### config.mk
export PLATFORM = sky130hd
export DESIGN_NAME = ysyx_25050147_mem_arbiter_flat
export DESIGN_NICKNAME = d
export VERILOG_FILES = /design/src/rtl/ysyx_25050147_mem_arbiter_pkg.sv /design/src/rtl/ysyx_25050147_mem_arbiter_if.sv /design/src/rtl/ysyx_25050147_mem_arbiter_wdt_cnt.sv /design/src/rtl/ysyx_25050147_mem_arbiter.sv /design/src/flat_wrapper.sv
export SDC_FILE = /design/constraint.sdc
export NUM_CORES = 1
export LEC_CHECK = 0
export CAP_MARGIN = 30
export CORE_MARGIN = 2
export CORE_UTILIZATION = 30
export CTS_CLUSTER_SIZE = 40
export DETAILED_ROUTE_END_ITERATION = 12
export MAX_ROUTING_LAYER = met4
export PLACE_DENSITY = 0.7
export SLEW_MARGIN = 40
export SYNTH_ARGS = -nofsm -noshare
export SYNTH_HDL_FRONTEND = slang
export SYNTH_SLANG_ARGS = --single-unit
export TNS_END_PERCENT = 1
### constraint.sdc
create_clock -name clk -period 2 [get_ports clk]
set_input_delay 0.4 -clock clk [delete_from_list [all_inputs] [get_ports clk]]
set_output_delay 0.4 -clock clk [all_outputs]
set_load 0.02 [all_outputs]
### src/rtl/ysyx_25050147_mem_arbiter_pkg.sv
// Shared types and defaults for the IFU/LSU data-memory arbiter.
// Included by the interface, the watchdog counter and the arbiter top.
package ysyx_25050147_mem_arbiter_pkg;

    localparam int DEF_ADDR_W = 32;
    localparam int DEF_DATA_W = 32;
    localparam int DEF_TO_CYC = 255;

    typedef enum logic [1:0] {
        ST_IDLE = 2'd0,
        ST_REQ  = 2'd1,
        ST_WAIT = 2'd2
    } state_t;

    typedef enum logic {
        OWN_IFU = 1'b0,
        OWN_LSU = 1'b1
    } owner_t;

endpackage

### src/rtl/ysyx_25050147_mem_arbiter_if.sv
// Bundle of the IFU, LSU and memory-side handshake signals around the arbiter.
// slave is the arbiter's view; master is the view of the IFU/LSU/memory environment.
interface ysyx_25050147_mem_arbiter_if
    import ysyx_25050147_mem_arbiter_pkg::*;
#(
    parameter int ADDR_W = DEF_ADDR_W,
    parameter int DATA_W = DEF_DATA_W
);

    logic              ifu_req_valid;
    logic              ifu_req_ready;
    logic [ADDR_W-1:0] ifu_addr;
    logic              ifu_resp_valid;
    logic [DATA_W-1:0] ifu_resp_data;
    logic              ifu_resp_err;

    logic              lsu_req_valid;
    logic              lsu_req_ready;
    logic [ADDR_W-1:0] lsu_addr;
    logic              lsu_wen;
    logic [DATA_W-1:0] lsu_wdata;
    logic [7:0]        lsu_wmask;
    logic              lsu_resp_valid;
    logic [DATA_W-1:0] lsu_resp_data;
    logic              lsu_resp_err;

    logic              mem_req_valid;
    logic              mem_req_ready;
    logic [ADDR_W-1:0] mem_addr;
    logic              mem_wen;
    logic [DATA_W-1:0] mem_wdata;
    logic [7:0]        mem_wmask;
    logic              mem_resp_valid;
    logic [DATA_W-1:0] mem_resp_data;

    modport slave (
        input  ifu_req_valid, ifu_addr,
        output ifu_req_ready, ifu_resp_valid, ifu_resp_data, ifu_resp_err,
        input  lsu_req_valid, lsu_addr, lsu_wen, lsu_wdata, lsu_wmask,
        output lsu_req_ready, lsu_resp_valid, lsu_resp_data, lsu_resp_err,
        output mem_req_valid, mem_addr, mem_wen, mem_wdata, mem_wmask,
        input  mem_req_ready, mem_resp_valid, mem_resp_data
    );

    modport master (
        output ifu_req_valid, ifu_addr,
        input  ifu_req_ready, ifu_resp_valid, ifu_resp_data, ifu_resp_err,
        output lsu_req_valid, lsu_addr, lsu_wen, lsu_wdata, lsu_wmask,
        input  lsu_req_ready, lsu_resp_valid, lsu_resp_data, lsu_resp_err,
        input  mem_req_valid, mem_addr, mem_wen, mem_wdata, mem_wmask,
        output mem_req_ready, mem_resp_valid, mem_resp_data
    );

endinterface

### src/rtl/ysyx_25050147_mem_arbiter_wdt_cnt.sv
// 8-bit saturating response watchdog: cleared outside WAIT, counts while waiting,
// and flags expiry once TO_CYC cycles have been spent in WAIT.
module ysyx_25050147_mem_arbiter_wdt_cnt
    import ysyx_25050147_mem_arbiter_pkg::*;
#(
    parameter int TO_CYC = DEF_TO_CYC
) (
    input  logic clk,
    input  logic rst,
    input  logic clr,
    input  logic en,
    output logic expire
);

    logic [7:0] cnt;

    always_ff @(posedge clk or negedge rst) begin
        if (!rst) begin
            cnt <= 8'd0;
        end else if (clr) begin
            cnt <= 8'd0;
        end else if (en && cnt != 8'hFF) begin
            cnt <= cnt + 8'd1;
        end
    end

    // The first WAIT cycle sees cnt==0, so this fires on the TO_CYC-th cycle.
    assign expire = (cnt == 8'(TO_CYC - 1));

endmodule

### src/rtl/ysyx_25050147_mem_arbiter.sv
// Fixed-priority (LSU over IFU) single-outstanding arbiter for the data-memory port,
// with a watchdog that turns a hung access into an error response.
module ysyx_25050147_mem_arbiter
    import ysyx_25050147_mem_arbiter_pkg::*;
#(
    parameter int ADDR_W = DEF_ADDR_W,
    parameter int DATA_W = DEF_DATA_W,
    parameter int TO_CYC = DEF_TO_CYC
) (
    input  logic                         clk,
    input  logic                         rst,
    ysyx_25050147_mem_arbiter_if.slave   bus,
    output logic                         busy
);

    state_t            state;
    state_t            state_nxt;
    owner_t            owner;
    logic [ADDR_W-1:0] addr_q;
    logic              wen_q;
    logic [DATA_W-1:0] wdata_q;
    logic [7:0]        wmask_q;

    logic              lsu_grant;
    logic              ifu_grant;
    logic              resp_fire;
    logic              resp_err;
    logic [DATA_W-1:0] resp_data;
    logic              expire;

    ysyx_25050147_mem_arbiter_wdt_cnt #(
        .TO_CYC (TO_CYC)
    ) u_wdt (
        .clk    (clk),
        .rst    (rst),
        .clr    (state != ST_WAIT),
        .en     (state == ST_WAIT),
        .expire (expire)
    );

    // Grants are gated by reset so the request side stays quiet while rst is low.
    always_comb begin
        state_nxt = state;
        lsu_grant = 1'b0;
        ifu_grant = 1'b0;
        resp_fire = 1'b0;
        resp_err  = 1'b0;
        resp_data = '0;
        case (state)
            ST_IDLE: begin
                lsu_grant = rst && bus.lsu_req_valid;
                ifu_grant = rst && bus.ifu_req_valid && !bus.lsu_req_valid;
                if (lsu_grant || ifu_grant) begin
                    state_nxt = ST_REQ;
                end
            end
            ST_REQ: begin
                if (bus.mem_req_ready) begin
                    state_nxt = ST_WAIT;
                end
            end
            ST_WAIT: begin
                if (bus.mem_resp_valid) begin
                    resp_fire = 1'b1;
                    resp_data = wen_q ? '0 : bus.mem_resp_data;
                    state_nxt = ST_IDLE;
                end else if (expire) begin
                    resp_fire = 1'b1;
                    resp_err  = 1'b1;
                    state_nxt = ST_IDLE;
                end
            end
            default: begin
                state_nxt = ST_IDLE;
            end
        endcase
    end

    always_ff @(posedge clk or negedge rst) begin
        if (!rst) begin
            state   <= ST_IDLE;
            owner   <= OWN_IFU;
            addr_q  <= '0;
            wen_q   <= 1'b0;
            wdata_q <= '0;
            wmask_q <= 8'h00;
        end else begin
            state <= state_nxt;
            if (lsu_grant) begin
                owner   <= OWN_LSU;
                addr_q  <= bus.lsu_addr;
                wen_q   <= bus.lsu_wen;
                wdata_q <= bus.lsu_wdata;
                wmask_q <= bus.lsu_wmask;
            end else if (ifu_grant) begin
                owner   <= OWN_IFU;
                addr_q  <= bus.ifu_addr;
                wen_q   <= 1'b0;
                wdata_q <= '0;
                wmask_q <= 8'h00;
            end
        end
    end

    assign bus.ifu_req_ready  = ifu_grant;
    assign bus.lsu_req_ready  = lsu_grant;

    assign bus.mem_req_valid  = (state == ST_REQ);
    assign bus.mem_addr       = addr_q;
    assign bus.mem_wen        = wen_q;
    assign bus.mem_wdata      = wdata_q;
    assign bus.mem_wmask      = wmask_q;

    assign bus.ifu_resp_valid = resp_fire && (owner == OWN_IFU);
    assign bus.ifu_resp_data  = (owner == OWN_IFU) ? resp_data : '0;
    assign bus.ifu_resp_err   = resp_err && (owner == OWN_IFU);
    assign bus.lsu_resp_valid = resp_fire && (owner == OWN_LSU);
    assign bus.lsu_resp_data  = (owner == OWN_LSU) ? resp_data : '0;
    assign bus.lsu_resp_err   = resp_err && (owner == OWN_LSU);

    assign busy = (state != ST_IDLE);

endmodule

### src/flat_wrapper.sv
// flat-port wrapper written by rule: the top's interface ports become plain ports
module ysyx_25050147_mem_arbiter_flat import ysyx_25050147_mem_arbiter_pkg::*;
#(
    parameter int ADDR_W = DEF_ADDR_W,
    parameter int DATA_W = DEF_DATA_W,
    parameter int TO_CYC = DEF_TO_CYC
)
  (clk, rst, busy, bus_ifu_req_valid, bus_ifu_addr, bus_ifu_req_ready, bus_ifu_resp_valid, bus_ifu_resp_data, bus_ifu_resp_err, bus_lsu_req_valid, bus_lsu_addr, bus_lsu_wen, bus_lsu_wdata, bus_lsu_wmask, bus_lsu_req_ready, bus_lsu_resp_valid, bus_lsu_resp_data, bus_lsu_resp_err, bus_mem_req_valid, bus_mem_addr, bus_mem_wen, bus_mem_wdata, bus_mem_wmask, bus_mem_req_ready, bus_mem_resp_valid, bus_mem_resp_data);
  ysyx_25050147_mem_arbiter_if #(.ADDR_W(ADDR_W), .DATA_W(DATA_W)) bus_i ();
  input  logic clk;
  input  logic rst;
  output logic busy;
  input wire logic [$bits(bus_i.ifu_req_valid)-1:0] bus_ifu_req_valid;
  input wire logic [$bits(bus_i.ifu_addr)-1:0] bus_ifu_addr;
  output wire logic [$bits(bus_i.ifu_req_ready)-1:0] bus_ifu_req_ready;
  output wire logic [$bits(bus_i.ifu_resp_valid)-1:0] bus_ifu_resp_valid;
  output wire logic [$bits(bus_i.ifu_resp_data)-1:0] bus_ifu_resp_data;
  output wire logic [$bits(bus_i.ifu_resp_err)-1:0] bus_ifu_resp_err;
  input wire logic [$bits(bus_i.lsu_req_valid)-1:0] bus_lsu_req_valid;
  input wire logic [$bits(bus_i.lsu_addr)-1:0] bus_lsu_addr;
  input wire logic [$bits(bus_i.lsu_wen)-1:0] bus_lsu_wen;
  input wire logic [$bits(bus_i.lsu_wdata)-1:0] bus_lsu_wdata;
  input wire logic [$bits(bus_i.lsu_wmask)-1:0] bus_lsu_wmask;
  output wire logic [$bits(bus_i.lsu_req_ready)-1:0] bus_lsu_req_ready;
  output wire logic [$bits(bus_i.lsu_resp_valid)-1:0] bus_lsu_resp_valid;
  output wire logic [$bits(bus_i.lsu_resp_data)-1:0] bus_lsu_resp_data;
  output wire logic [$bits(bus_i.lsu_resp_err)-1:0] bus_lsu_resp_err;
  output wire logic [$bits(bus_i.mem_req_valid)-1:0] bus_mem_req_valid;
  output wire logic [$bits(bus_i.mem_addr)-1:0] bus_mem_addr;
  output wire logic [$bits(bus_i.mem_wen)-1:0] bus_mem_wen;
  output wire logic [$bits(bus_i.mem_wdata)-1:0] bus_mem_wdata;
  output wire logic [$bits(bus_i.mem_wmask)-1:0] bus_mem_wmask;
  input wire logic [$bits(bus_i.mem_req_ready)-1:0] bus_mem_req_ready;
  input wire logic [$bits(bus_i.mem_resp_valid)-1:0] bus_mem_resp_valid;
  input wire logic [$bits(bus_i.mem_resp_data)-1:0] bus_mem_resp_data;
  assign bus_i.ifu_req_valid = bus_ifu_req_valid;
  assign bus_i.ifu_addr = bus_ifu_addr;
  assign bus_ifu_req_ready = bus_i.ifu_req_ready;
  assign bus_ifu_resp_valid = bus_i.ifu_resp_valid;
  assign bus_ifu_resp_data = bus_i.ifu_resp_data;
  assign bus_ifu_resp_err = bus_i.ifu_resp_err;
  assign bus_i.lsu_req_valid = bus_lsu_req_valid;
  assign bus_i.lsu_addr = bus_lsu_addr;
  assign bus_i.lsu_wen = bus_lsu_wen;
  assign bus_i.lsu_wdata = bus_lsu_wdata;
  assign bus_i.lsu_wmask = bus_lsu_wmask;
  assign bus_lsu_req_ready = bus_i.lsu_req_ready;
  assign bus_lsu_resp_valid = bus_i.lsu_resp_valid;
  assign bus_lsu_resp_data = bus_i.lsu_resp_data;
  assign bus_lsu_resp_err = bus_i.lsu_resp_err;
  assign bus_mem_req_valid = bus_i.mem_req_valid;
  assign bus_mem_addr = bus_i.mem_addr;
  assign bus_mem_wen = bus_i.mem_wen;
  assign bus_mem_wdata = bus_i.mem_wdata;
  assign bus_mem_wmask = bus_i.mem_wmask;
  assign bus_i.mem_req_ready = bus_mem_req_ready;
  assign bus_i.mem_resp_valid = bus_mem_resp_valid;
  assign bus_i.mem_resp_data = bus_mem_resp_data;
  ysyx_25050147_mem_arbiter #(.ADDR_W(ADDR_W), .DATA_W(DATA_W), .TO_CYC(TO_CYC)) u_core (.clk(clk), .rst(rst), .bus(bus_i), .busy(busy));
endmodule
==> summary.txt, run 1 <==
Status: finished, violations left
Violated checks: setup timing
Dpl ws: -537 ps
Most frequent CP cell: buf_6
Cells along the critical path: nand2b_4 > nor3_4 > buf_6 > clkbuf_16 > and2_4 > buf_6
Relative slew slack: 51.7%
DP Area: 7460 um2
Mean Syn Cell Area: 11.1 um2
ANT nets after route: 0
Register area: 2100 um2
Width of the die: 123 um
Post-DP HPWL: 11,800 um
CTS tree: done
Largest net degree at the start of global routing: 68
EDFF count, synth: 0
Initial Utilization: 30.7%
CP Data Required Time: 1600 ps
Hold_ws: 71.5 ps
Worst vdd rail ir drop: 0.000746 V
Worst path slowest cell: dfrtp_1
Top_reg_cell synth: dfrtp_1
Area contributors post-synth: dfrtp_1 (49%), and2_1 (9.4%), a22oi_2 (8.8%), a22o_1 (8.7%), a32oi_1 (6.4%)
DR pass1 iterations: 4
Total clock sinks: 84
Setup crit end kind: output pin
Later-pin clock latency in the skew report: 330 ps
Fin. Hold Viols: 0
Post-Route Skew: 6.11 ps
Final WS setup: -78.7 ps
Syn Nets: 526
Seq/Total Area, Yosys: 49.5%
First-pass GRT wire length: 23,100 um
Core area: 13,800 um2
Final setup viols: 36
Initial drt markers: 242
Layout Cells excl Fill: 871
Share of cells above drive strength 1: 30.0%
CP max stage delay: 370 ps
# IOs: 288
Cells after DPL: 845
Die height: 123 um
Critical Path Source Type: register
Total gr overflow: 0
Max-cap viol count: 0
DR WL/cell: 18.9 um
RSZ-0062 raised after global routing: true
GR Util All Layers: 20.4%
Routed Wire Length: 16,500 um
Final nets: 827
Worst reg-to-reg path cell count: 4
Multi-input logic area: 2100 um2
Cts bufs inserted: 9
Synth Instances: 381
Fmax: 481 MHz
Fraction of registers with async set or reset after synthesis: 100%
Post-synth top area cell: dfrtp_1
Buffer depth of the longest clock path: 2
Final RePlAce weighted congestion: 0.905
Std cell rows: 43
Initial antenna violation count: 3
Layout Area Growth over Synthesis: 90.8%
DRC: 0
CTS Root Cell: clkbuf_16
Post-layout min period: 2080 ps
Vias per cell: 5.12
Worst hold path class: in -> async
Top-count cell post-synth: dfrtp_1
Count of cell types in the netlist: 40
Post-synth top area share: 49.5%
Routed vias: 4,456
Max-slew violations: 0
Final period util: 104%
WS Path Type: reg -> out
Final Util: 58.6%
Worst-path clk slew: 60 ps
Pwr Total: 10.1 mW
Htree depth: 3
Post-route design area: 8100 um2
Setup TNS: -1890 ps
Worst path top cell family by delay: simple AND/OR/NAND/NOR gates
Vias in the first global route: 4,376
Number of synthesized register bits: 84
Buf/Inv on CP: 3
Fillers: 1,134
Yosys warning total: 0
P per Cell Area: 1240 nW/um2
Static leakage: 3.49 nW
Worst-margin pin slew: 724 ps
Post-synthesis cell area: 4250 um2
Arrival time worst endpoint: 1680 ps
Most frequent cells after synthesis: dfrtp_1 (84), and2_1 (64), a22o_1 (42), nand2_1 (35), a32oi_1 (31)
Die area: 15,100 um2
Stages on worst setup path: 6
PortBufs: 287
Critical path fanouts, max: 8
-- layout make-up --
type                            instances  area share (%)
Inverter                                5           0.232
Multi-Input combinational cell        259            25.9
Timing Repair Buffer                  323            40.9
Clock inverter                          6            1.37
Tap cell                              180            2.78
Sequential cell                        84            26.0
Antenna cell                            4           0.124
Clock buffer                           10            2.83
-- registers in the layout, summed over array words and instances (netlist names) --
register / flops
u_core.bus.mem_addr: 32
u_core.bus.mem_wdata: 32
u_core.bus.mem_wmask: 8
u_core.u_wdt.cnt: 8
u_core.state: 2
u_core.bus.mem_wen: 1
u_core.owner: 1
-- cell usage in the layout, fill, tap and decap left out, drive strengths merged, types with 3 or more instances in the layout --
master           n
clkdlybuf4s50  213
nor3             7
nor2             4
nand4            3
diode            4
a22oi           32
a32oi           31
dlygate4sd2      3
buf            104
and2            64
o21ai            6
nand2           35
a22o            42
nand2b           3
inv              6
a31oi            5
clkbuf          13
a21oi            3
bufinv           3
dfrtp           84
-- logic make-up (layout without fill, tap and decap cells) --
kind of cell	Yosys count	in the layout	share of synthesized area, %
other	0	4	0
buffers and inverters	38	344	5.04
AND/OR/NAND/NOR	132	132	17.6
flip-flops	84	84	49.5
AO/OA/AOI/OAI	125	125	27.2
adder cells (fa/ha/maj)	2	2	0.589
-- per-layer routing --
layer / vias up / track usage (%) / routed length (um)
met3: 44 / 4.70 / 1280
met1: 2151 / 23.3 / 6290
met2: 225 / 33.6 / 8200
li1: 2036 / - / -
met5: - / - / 0
met4: 0 / 10.7 / 692
-- report_power, final --
group | leakage, nW | internal (mW) | total (mW) | switching [mW]
Combinational | 2.28 | 2.69 | 5.09 | 2.40
Sequential | 1.05 | 2.47 | 3.09 | 0.624
Clock | 0.163 | 1.22 | 1.90 | 0.673
-- worst paths after layout --
check	startpoint	end	slack, ps
max	u_core.bus.mem_wen$_DFFE_PN0P_	bus_ifu_resp_data[2]	-80
min	rst	u_core.bus.mem_wdata[4]$_DFFE_PN0P_	70
max reg2reg	u_core.state[1]$_DFFE_PN0P_	u_core.bus.mem_addr[2]$_DFFE_PN0P_	240
min reg2reg	u_core.bus.mem_wdata[19]$_DFFE_PN0P_	u_core.bus.mem_wdata[19]$_DFFE_PN0P_	500
max in group asynchronous	rst	u_core.bus.mem_addr[11]$_DFFE_PN0P_	1400
min in group clk	u_core.bus.mem_wdata[19]$_DFFE_PN0P_	u_core.bus.mem_wdata[19]$_DFFE_PN0P_	500
-- timing repair --
action / in CTS / in global routing
setup buffers: 0 / 2
cloned: 0 / 4
pin swaps: 2 / 29
hold buffers: 0 / 0
resized for setup: 245 / 206
endpoints found under the setup margin: 70 / 68
Power figures use the tool's default switching activity.
==> inputs of run 2 (changes only) <==
- GPL_TIMING_DRIVEN: default -> 0
- MAX_ROUTING_LAYER: met4 -> default
==> summary.txt, run 2 (synthesis results as in run 1) <==
Std cell rows: 43
Register area: 2110 um2
Static leakage: 3.53 nW
Post-layout min period: 2140 ps
CTS Root Cell: clkbuf_16
Core area: 13,800 um2
Final WS setup: -139 ps
Final RePlAce weighted congestion: 0.842
DRC: 0
Die area: 15,100 um2
ANT nets after route: 0
Psw: 3.73 mW
Worst-path clk slew: 60 ps
Capturing point of the worst reg2reg path: u_core.bus.mem_addr[2]$_DFFE_PN0P_
Critical path fanouts, max: 6
Most frequent cells in the layout: clkdlybuf4s50_1 (212), dfrtp_1 (80), buf_6 (71)
Htree depth: 3
Die height: 123 um
Max-slew violations: 0
Clock share of power: 16.0%
CTS tree: done
Total gr overflow: 0
Fin. Hold Viols: 0
Initial Utilization: 30.7%
Buffer depth of the longest clock path: 2
Initial antenna violation count: 1
Critical Path Source Type: register
Seq pwr share: 31.8%
Routed Wire Length: 17,100 um
Width of the die: 123 um
Vias per cell: 5.11
PortBufs: 287
Worst vdd rail ir drop: 0.000817 V
Routed vias: 4,500
Internal: 6.11 mW
# IOs: 288
Reg2Reg Launch Point: u_core.state[0]$_DFFE_PN0P_
Most common cell after layout, fill and taps aside: clkdlybuf4s50_1
DR WL/cell: 19.4 um
Initial drt markers: 217
Worst reg-to-reg path cell count: 6
CP Data Required Time: 1600 ps
Relative slew slack: 66.3%
First-pass GRT wire length: 25,600 um
Max-cap viol count: 0
Fillers: 1,156
Post-DP HPWL: 12,900 um
Vias in the first global route: 4,717
Worst hold path class: in -> async
Fmax: 467 MHz
Cts bufs inserted: 9
Share of cells above drive strength 1: 31.7%
DR pass1 iterations: 4
Sw Ratio: 37.9%
RSZ-0062 raised after global routing: true
Setup crit end kind: output pin
WS Path Type: reg -> out
R2R setup slack: 210 ps
P per Cell Area: 1200 nW/um2
Final period util: 107%
Setup TNS: -5120 ps
Comb power frac: 52.2%
Final setup viols: 62
Layout Area Growth over Synthesis: 93.7%
Total clock sinks: 84
Multi-input logic area: 2120 um2
Post-Route Skew: 5.11 ps
Arrival time worst endpoint: 1740 ps
Later-pin clock latency in the skew report: 350 ps
GR Util All Layers: 22.3%
Final nets: 841
Status: finished, violations left
Violated checks: setup timing
Worst-margin pin slew: 506 ps
Pwr Total: 9.84 mW
Largest net degree at the start of global routing: 44
-- run 2: changes by cell type in the layout (fill, tap and decap cells not counted), moves of 4 or more --
cell and change:
and2_1 -16, clkbuf_1 +11, buf_4 -22, buf_6 +10, buf_8 +8, and2_4 +16
buf_2 +5, clkbuf_8 +4
-- run 2: what timing repair did --
| action | 4_1_cts | 5_1_grt |
|---|---|---|
| resized for setup | 490 | 32 |
| pin swaps | 42 | 7 |
| setup endpoints to repair | 72 | 70 |
| hold buffers | 2 | 0 |
| cloned | 6 | 0 |
| setup buffers | 10 | 0 |
| hold endpoints to repair | 43 | 0 |
-- run 2: worst max path at each step --
stage,startpoint,end,slack (ps),cells after the start
final,u_core.state[0]$_DFFE_PN0P_,bus_ifu_resp_data[30],-140,7
after global routing,u_core.state[0]$_DFFE_PN0P_,bus_ifu_resp_data[26],-210,7
after CTS,u_core.state[0]$_DFFE_PN0P_,bus_ifu_resp_data[30],-190,8
after detailed placement,rst,bus_lsu_req_ready,-970,6
after global placement,rst,bus_lsu_req_ready,-3930,5
after floorplan,u_core.u_wdt.cnt[4]$_DFFE_PN0P_,bus_ifu_resp_err,130,4
-- run 2: critical path, cell delays in order, from the launching register on --
cell and delay (ps):
dfrtp_2 430, nand2b_4 180, nor3_4 170, buf_6 150, buf_6 120, buf_8 100
and2_1 130, buf_6 120
-- run 2: final cells by class --
cell class,count,area share [%]
well taps,180,2.74
flip-flops and latches,84,25.6
inverters,5,0.228
plain buffers,31,3.19
clock buffers,12,3.12
diodes,1,0.0304
clock inverters,3,0.274
repair buffers,306,39.0
multi-input cells,259,25.8
-- run 2: power by group through the flow --
stage               clock network [mW]  registers, mW  logic (mW)
floorplan                            0           3.93        1.57
global placement                     0           3.10        4.81
detailed placement                   0           3.12        4.89
CTS                               1.61           3.13        5.17
global route                      1.70           3.23        5.45
finish                            1.57           3.13        5.14
-- run 2: layer usage --
metal  track usage (%)  up-vias  wire length [um]
met5                 0        -                 0
met4              9.30        0               578
met3              7.06       32              1460
met2              38.9      221              8720
met1              25.1     2187              6330
li1                  -     2060                 -
-- run 2: through the flow --
step	std cells	util, %	hold slack [ps]	worst slack [ps]	area [um2]
finish	881	59.5	20.1	-139	8220
global route	881	59.5	28.6	-214	8220
CTS	881	59.1	30.0	-190	8170
detailed placement	849	53.3	362	-969	7370
global placement	848	53.1	484	-3930	7340
floorplan	381	-	104	127	4250
